File: config.mk
export PLATFORM = sky130hd
export DESIGN_NAME = mem_port_arbiter_flat
export DESIGN_NICKNAME = d
export VERILOG_FILES = /design/src/rtl/mem_port_arbiter_pkg.sv /design/src/rtl/mem_port_arbiter_if.sv /design/src/rtl/mem_port_arbiter_starve_cnt.sv /design/src/rtl/mem_port_arbiter.sv /design/src/flat_wrapper.sv
export SDC_FILE = /design/constraint.sdc
export NUM_CORES = 1
export LEC_CHECK = 0
export ABC_AREA = 1
export BUFFER_PORTS_ARGS = -buffer_cell sky130_fd_sc_hd__buf_2
export CORE_AREA = 2 2 108 110
export CTS_CLUSTER_SIZE = 25
export DETAILED_ROUTE_END_ITERATION = 12
export DIE_AREA = 0 0 110 112
export GPL_TIMING_DRIVEN = 0
export MAX_ROUTING_LAYER = met4
export SYNTH_ARGS = -nofsm -noshare
export SYNTH_HDL_FRONTEND = slang
export SYNTH_SLANG_ARGS = --single-unit
export TNS_END_PERCENT = 10
File: constraint.sdc
create_clock -name clk -period 1.6 [get_ports clk]
set_input_delay 0.32 -clock clk [delete_from_list [all_inputs] [get_ports clk]]
set_output_delay 0.32 -clock clk [all_outputs]
set_load 0.02 [all_outputs]
File: src/rtl/mem_port_arbiter_pkg.sv
// Shared types for the IF/MEM unified-memory port arbiter.
// Latency: n/a (types only). Backpressure: n/a.
// Arbiter state and response-owner encodings.
package common;

    typedef enum logic [1:0] {
        IDLE    = 2'd0,
        WAIT_IF = 2'd1,
        WAIT_DM = 2'd2
    } arb_state_t;

    typedef enum logic {
        OWN_IF = 1'b0,
        OWN_DM = 1'b1
    } arb_owner_t;

endpackage

File: src/rtl/mem_port_arbiter_if.sv
// Bundle of fetch, data and memory-side signals around the port arbiter.
// Latency: n/a (wires only). Backpressure: req held until gnt on each requester side.
// slave = arbiter view, master = pipeline/memory environment view.
interface mem_port_arbiter_if #(
    parameter int ADDR_W = 32,
    parameter int DATA_W = 32
) ();
    logic                  if_req;
    logic [ADDR_W-1:0]     if_addr;
    logic                  if_gnt;
    logic                  if_rvalid;
    logic [DATA_W-1:0]     if_rdata;

    logic                  dm_req;
    logic                  dm_we;
    logic [DATA_W/8-1:0]   dm_be;
    logic [ADDR_W-1:0]     dm_addr;
    logic [DATA_W-1:0]     dm_wdata;
    logic                  dm_gnt;
    logic                  dm_rvalid;
    logic [DATA_W-1:0]     dm_rdata;

    logic                  mem_req;
    logic                  mem_we;
    logic [DATA_W/8-1:0]   mem_be;
    logic [ADDR_W-1:0]     mem_addr;
    logic [DATA_W-1:0]     mem_wdata;
    logic                  mem_rvalid;
    logic [DATA_W-1:0]     mem_rdata;

    logic                  busy;

    modport slave (
        input  if_req, if_addr,
        input  dm_req, dm_we, dm_be, dm_addr, dm_wdata,
        input  mem_rvalid, mem_rdata,
        output if_gnt, if_rvalid, if_rdata,
        output dm_gnt, dm_rvalid, dm_rdata,
        output mem_req, mem_we, mem_be, mem_addr, mem_wdata,
        output busy
    );

    modport master (
        output if_req, if_addr,
        output dm_req, dm_we, dm_be, dm_addr, dm_wdata,
        output mem_rvalid, mem_rdata,
        input  if_gnt, if_rvalid, if_rdata,
        input  dm_gnt, dm_rvalid, dm_rdata,
        input  mem_req, mem_we, mem_be, mem_addr, mem_wdata,
        input  busy
    );
endinterface

File: src/rtl/mem_port_arbiter_starve_cnt.sv
// Fetch starvation guard: counts consecutive data grants while fetch waits.
// Latency: force_if is registered, valid the cycle after the STARVE_MAX-th data grant.
// Backpressure: none; clears on fetch grant or whenever fetch is not requesting.
module arb_starve_cnt #(
    parameter int STARVE_MAX = 4
) (
    input  logic clk,
    input  logic reset_n,
    input  logic if_req,
    input  logic if_gnt,
    input  logic dm_gnt,
    output logic force_if
);

    localparam int CW = $clog2(STARVE_MAX + 1);
    localparam logic [CW-1:0] CNT_MAX = CW'(STARVE_MAX);

    logic [CW-1:0] cnt_q;

    always_ff @(posedge clk or negedge reset_n) begin
        if (!reset_n) begin
            cnt_q <= '0;
        end else if (if_gnt || !if_req) begin
            cnt_q <= '0;
        end else if (dm_gnt && (cnt_q != CNT_MAX)) begin
            cnt_q <= cnt_q + 1'b1;
        end
    end

    assign force_if = (cnt_q == CNT_MAX);

endmodule

File: src/rtl/mem_port_arbiter.sv
// Arbitrates IF fetch and MEM data requests onto one single-ported memory; ARB_STARVE_GUARD_EN adds a fetch starvation guard.
// Latency: grant and mem_* are combinational; owner rvalid arrives L cycles after grant, back-to-back at L=1.
// Backpressure: one transaction outstanding; a waiting requester holds req until its gnt.
module mem_port_arbiter
    import common::*;
#(
    parameter int ADDR_W     = 32,
    parameter int DATA_W     = 32,
    parameter int STARVE_MAX = 4
) (
    input  logic               clk,
    input  logic               reset_n,
    mem_port_arbiter_if.slave  bus
);

    if (STARVE_MAX < 1) begin : g_starve_max_chk
        $error("STARVE_MAX must be at least 1");
    end

    arb_state_t          state_q;
    arb_state_t          state_d;
    arb_owner_t          owner;
    logic                free;
    logic                force_if;
    logic                gnt_if;
    logic                gnt_dm;

    logic [ADDR_W-1:0]   sel_addr;
    logic                sel_we;
    logic [DATA_W/8-1:0] sel_be;
    logic [DATA_W-1:0]   sel_wdata;

    always_ff @(posedge clk or negedge reset_n) begin
        if (!reset_n) begin
            state_q <= IDLE;
        end else begin
            state_q <= state_d;
        end
    end

    // Port is free when idle or when the outstanding response lands this cycle;
    // reset_n gates it so nothing is granted while reset is held.
    assign free = reset_n && ((state_q == IDLE) || bus.mem_rvalid);

    always_comb begin
        gnt_dm  = 1'b0;
        gnt_if  = 1'b0;
        state_d = state_q;
        if (free) begin
            if (bus.dm_req && !(force_if && bus.if_req)) begin
                gnt_dm = 1'b1;
            end else if (bus.if_req) begin
                gnt_if = 1'b1;
            end
            if (gnt_dm) begin
                state_d = WAIT_DM;
            end else if (gnt_if) begin
                state_d = WAIT_IF;
            end else begin
                state_d = IDLE;
            end
        end
    end

    assign owner = gnt_dm ? OWN_DM : OWN_IF;

    always_comb begin
        sel_addr  = '0;
        sel_we    = 1'b0;
        sel_be    = '0;
        sel_wdata = '0;
        if (gnt_dm || gnt_if) begin
            case (owner)
                OWN_DM: begin
                    sel_addr = bus.dm_addr;
                    sel_we   = bus.dm_we;
                    // Reads present zero strobes/data so the memory never sees stale write payload.
                    if (bus.dm_we) begin
                        sel_be    = bus.dm_be;
                        sel_wdata = bus.dm_wdata;
                    end
                end
                OWN_IF: begin
                    sel_addr = bus.if_addr;
                end
                default: begin
                    sel_addr = '0;
                end
            endcase
        end
    end

`ifdef ARB_STARVE_GUARD_EN
    arb_starve_cnt #(
        .STARVE_MAX (STARVE_MAX)
    ) u_starve_cnt (
        .clk      (clk),
        .reset_n  (reset_n),
        .if_req   (bus.if_req),
        .if_gnt   (gnt_if),
        .dm_gnt   (gnt_dm),
        .force_if (force_if)
    );
`else
    assign force_if = 1'b0;
`endif

    assign bus.if_gnt    = gnt_if;
    assign bus.dm_gnt    = gnt_dm;
    assign bus.mem_req   = gnt_if || gnt_dm;
    assign bus.mem_we    = sel_we;
    assign bus.mem_be    = sel_be;
    assign bus.mem_addr  = sel_addr;
    assign bus.mem_wdata = sel_wdata;

    // A response seen in IDLE has no owner and is dropped here.
    assign bus.if_rvalid = bus.mem_rvalid && (state_q == WAIT_IF);
    assign bus.dm_rvalid = bus.mem_rvalid && (state_q == WAIT_DM);
    assign bus.if_rdata  = bus.mem_rdata;
    assign bus.dm_rdata  = bus.mem_rdata;

    assign bus.busy      = (state_q != IDLE);

endmodule

File: src/flat_wrapper.sv
// flat-port wrapper written by rule: the top's interface ports become plain ports
module mem_port_arbiter_flat import common::*;
#(
    parameter int ADDR_W     = 32,
    parameter int DATA_W     = 32,
    parameter int STARVE_MAX = 4
)
  (clk, reset_n, bus_if_req, bus_if_addr, bus_dm_req, bus_dm_we, bus_dm_be, bus_dm_addr, bus_dm_wdata, bus_mem_rvalid, bus_mem_rdata, bus_if_gnt, bus_if_rvalid, bus_if_rdata, bus_dm_gnt, bus_dm_rvalid, bus_dm_rdata, bus_mem_req, bus_mem_we, bus_mem_be, bus_mem_addr, bus_mem_wdata, bus_busy);
  mem_port_arbiter_if #(.ADDR_W(ADDR_W), .DATA_W(DATA_W)) bus_i ();
  input  logic clk;
  input  logic reset_n;
  input wire logic [$bits(bus_i.if_req)-1:0] bus_if_req;
  input wire logic [$bits(bus_i.if_addr)-1:0] bus_if_addr;
  input wire logic [$bits(bus_i.dm_req)-1:0] bus_dm_req;
  input wire logic [$bits(bus_i.dm_we)-1:0] bus_dm_we;
  input wire logic [$bits(bus_i.dm_be)-1:0] bus_dm_be;
  input wire logic [$bits(bus_i.dm_addr)-1:0] bus_dm_addr;
  input wire logic [$bits(bus_i.dm_wdata)-1:0] bus_dm_wdata;
  input wire logic [$bits(bus_i.mem_rvalid)-1:0] bus_mem_rvalid;
  input wire logic [$bits(bus_i.mem_rdata)-1:0] bus_mem_rdata;
  output wire logic [$bits(bus_i.if_gnt)-1:0] bus_if_gnt;
  output wire logic [$bits(bus_i.if_rvalid)-1:0] bus_if_rvalid;
  output wire logic [$bits(bus_i.if_rdata)-1:0] bus_if_rdata;
  output wire logic [$bits(bus_i.dm_gnt)-1:0] bus_dm_gnt;
  output wire logic [$bits(bus_i.dm_rvalid)-1:0] bus_dm_rvalid;
  output wire logic [$bits(bus_i.dm_rdata)-1:0] bus_dm_rdata;
  output wire logic [$bits(bus_i.mem_req)-1:0] bus_mem_req;
  output wire logic [$bits(bus_i.mem_we)-1:0] bus_mem_we;
  output wire logic [$bits(bus_i.mem_be)-1:0] bus_mem_be;
  output wire logic [$bits(bus_i.mem_addr)-1:0] bus_mem_addr;
  output wire logic [$bits(bus_i.mem_wdata)-1:0] bus_mem_wdata;
  output wire logic [$bits(bus_i.busy)-1:0] bus_busy;
  assign bus_i.if_req = bus_if_req;
  assign bus_i.if_addr = bus_if_addr;
  assign bus_i.dm_req = bus_dm_req;
  assign bus_i.dm_we = bus_dm_we;
  assign bus_i.dm_be = bus_dm_be;
  assign bus_i.dm_addr = bus_dm_addr;
  assign bus_i.dm_wdata = bus_dm_wdata;
  assign bus_i.mem_rvalid = bus_mem_rvalid;
  assign bus_i.mem_rdata = bus_mem_rdata;
  assign bus_if_gnt = bus_i.if_gnt;
  assign bus_if_rvalid = bus_i.if_rvalid;
  assign bus_if_rdata = bus_i.if_rdata;
  assign bus_dm_gnt = bus_i.dm_gnt;
  assign bus_dm_rvalid = bus_i.dm_rvalid;
  assign bus_dm_rdata = bus_i.dm_rdata;
  assign bus_mem_req = bus_i.mem_req;
  assign bus_mem_we = bus_i.mem_we;
  assign bus_mem_be = bus_i.mem_be;
  assign bus_mem_addr = bus_i.mem_addr;
  assign bus_mem_wdata = bus_i.mem_wdata;
  assign bus_busy = bus_i.busy;
  mem_port_arbiter #(.ADDR_W(ADDR_W), .DATA_W(DATA_W), .STARVE_MAX(STARVE_MAX)) u_core (.clk(clk), .reset_n(reset_n), .bus(bus_i));
endmodule
==> results.toml <==
[final_layout]
largest_reg_flops = 2
max_flop_register = "u_core.state_q"
area_growth_pct = 154.3
nets = 734
design_area_um2 = 4066
diodes = 0
drive_gt1_frac = 0.7054
reg.largest.list = "u_core.state_q: 2 flops"

[sta]
worst_pin_slew_ps = 436.4
hold_viol = 0
finalSetupViolations = 72
finClkSkew_ps = 1.208
fin_ws_ps = -410.2
hold_ws_ps = 354.2
drv_slew = 0
slew_headroom = 0.7090
rsz0062_at_grt = "yes"
period_needed_ps = 2010
period_share = 1.256
fmax_mhz = 497.5

[setup_path]
path_class = "register to output port"
required_ps = 1280
worstPathMaxFanout = 10
ff2ff_path_depth = 5
startpoint_type = "register"
worst_setup_path_end_kind = "output port"
cp-startpoint = "u_core.state_q[0]"
r2r-end = "u_core.state_q[1]"
rrSetupSlack_ps = 310
crit_end = "bus_mem_addr[12]"
reg2reg_from = "u_core.state_q[0]"
arrival_ps = 1690

[grt]
antenna_found_initial = 0
grt_pass1_vias = 2563
grt_util_all_layers = 0.1210
grt_max_degree = 11
grt_pass1_wl_mm = 11.36
grt_overflow_total = 0

[synth]
syn_nets = 473
synth_top_area_frac = 0.3286
syn-mean-instance-area_um2 = 4.773
ys_seq_area_frac = 0.03130
ys_ff_latch = 2
synth_top_area_cell = "buf_4"
ys_types = 14
netlist_top_cells_area = "buf_4 33%, nand2_1 25%, nor2_1 24%, inv_1 8.7%, dfrtp_1 3.1%"
syn_area_um2 = 1599
synth_cells = 335
yosysWarningCount = 0

[floorplanning]
die-area_um2 = 12320
die_y_um = 112
ioPinCount = 277
die_x_um = 110
coreArea_um2 = 11170
initial_core_util = 0.1431
rows = 39

[hold_path]
worstHoldPathType = "input pin to register"

[route]
wl_per_cell_um = 11.56
vias_per_cell = 3.764
dr.pass1.iters = 4
postRouteAntennaNets = 0
drc_errors = 0
wl_mm = 8.522
drtIter0Drc = 30
dr_total_vias = 2774

[run]
cap_violations = 0

[clocking]
htree_levels = 1
clk_transition_reported_paths_ps = 30
clock-sinks = 2
cts_buffers = 3
clockBufferDepth = 2
cts_root_buf = "clkbuf_16"
clkLatencyLatePin_ps = 220
tritoncts = "done"

[outcome]
outcome = "finished with violations"
violations = "negative setup slack"

[power]
leakage_nw = 2.361
vdd_drop_max_mv = 0.1874
power_density_nw_per_um2 = 459.3
power_mw = 1.868

[placed_design]
place_congestion = 0.6931
place_hpwl_mm = 6.462
post_dp_cell_area_um2 = 3009
port_buffers = 243
worst min-delay path by stage:
stage	end	cells after the start	startpoint
after floorplan	u_core.state_q[0]	0	reset_n
after global placement	u_core.state_q[0]	1	reset_n
after detailed placement	u_core.state_q[0]	1	reset_n
after CTS	u_core.state_q[0]	2	bus_dm_req
after global routing	u_core.state_q[0]	2	bus_dm_req
final	u_core.state_q[0]	2	bus_dm_req
power by group:
group | internal [mW] | switching [mW] | leakage, nW
logic | 0.674 | 0.746 | 2.30
registers | 0.0589 | 0.00803 | 0.0253
clock network | 0.318 | 0.0620 | 0.0370
what timing repair did:
action,in CTS,in global routing
setup buffers,8,2
cloned,1,3
gates resized for setup,147,109
endpoints found under the setup margin,71,72
pin swaps,3,9
endpoints found under the hold margin,2,0
hold buffers,1,0
through the flow:
step	setup WS (ps)	instances	utilization	TNS [ps]
detailed placement	-292.3	721	0.2693	-15350
global placement	-292.2	721	0.2693	-15170
finish	-410.2	737	0.3639	-25230
floorplan	-72.21	335	-	-1231
CTS	-391.6	732	0.3228	-23590
global route	-497.2	737	0.3639	-30570
logic make-up after synthesis:
family                 synth area share
AND/OR/NAND/NOR                  0.5055
buffers and inverters            0.4546
flip-flops                      0.03130
AO/OA/AOI/OAI                  0.008605
placed cells by master (no fill, tap or decap):
cell type,synthesis,layout
clkbuf_16,0,5
nand2_1,105,100
dfrtp_1,2,2
buf_4,70,103
dlygate4sd3_1,0,1
buf_6,1,47
nand3_4,0,2
nand2_2,1,4
nor2_4,0,27
buf_12,0,6
inv_1,37,36
nand2_4,0,1
clkbuf_1,3,3
inv_2,0,1
nor2_1,102,30
buf_16,0,1
nor3_1,2,2
nor2_2,0,45
buf_2,8,172
o21ai_4,0,1
o21ai_0,1,1
buf_8,0,3
nand2_8,0,1
final cells by class:
cell class / count / area (µm²)
fill: 1190 / 7108
timing repair buffer: 258 / 1735
multi-input combinational: 214 / 1196
buffer: 80 / 691.9
tap: 143 / 178.9
inverter: 37 / 138.9
clock buffer: 3 / 75.07
sequential: 2 / 50.05
critical path: stages (launching register included):
cell,delay [ps]
dfrtp_1,390
o21ai_4,210
nand3_4,200
buf_12,210
buf_8,140
nor2_2,90
nor2_1,50
buf_4,150
cell usage after synthesis:
master      n
nand3_2     1
buf_4      70
o21ai_0     1
nand2_2     1
nor2_1    102
buf_2       8
clkbuf_1    3
o21ai_2     1
nand3_1     1
dfrtp_1     2
inv_1      37
buf_6       1
nand2_1   105
nor3_1      2
per-layer routing:
layer,vias up,wire length [µm],part of all wire,global-route usage
met5,-,0,0,-
met4,0,51,0.0060,0.02110
met3,6,718,0.084,0.004098
met2,155,4616,0.54,0.2438
met1,1196,3135,0.37,0.1272
li1,1417,-,-,-
Power figures use the tool's default switching activity.
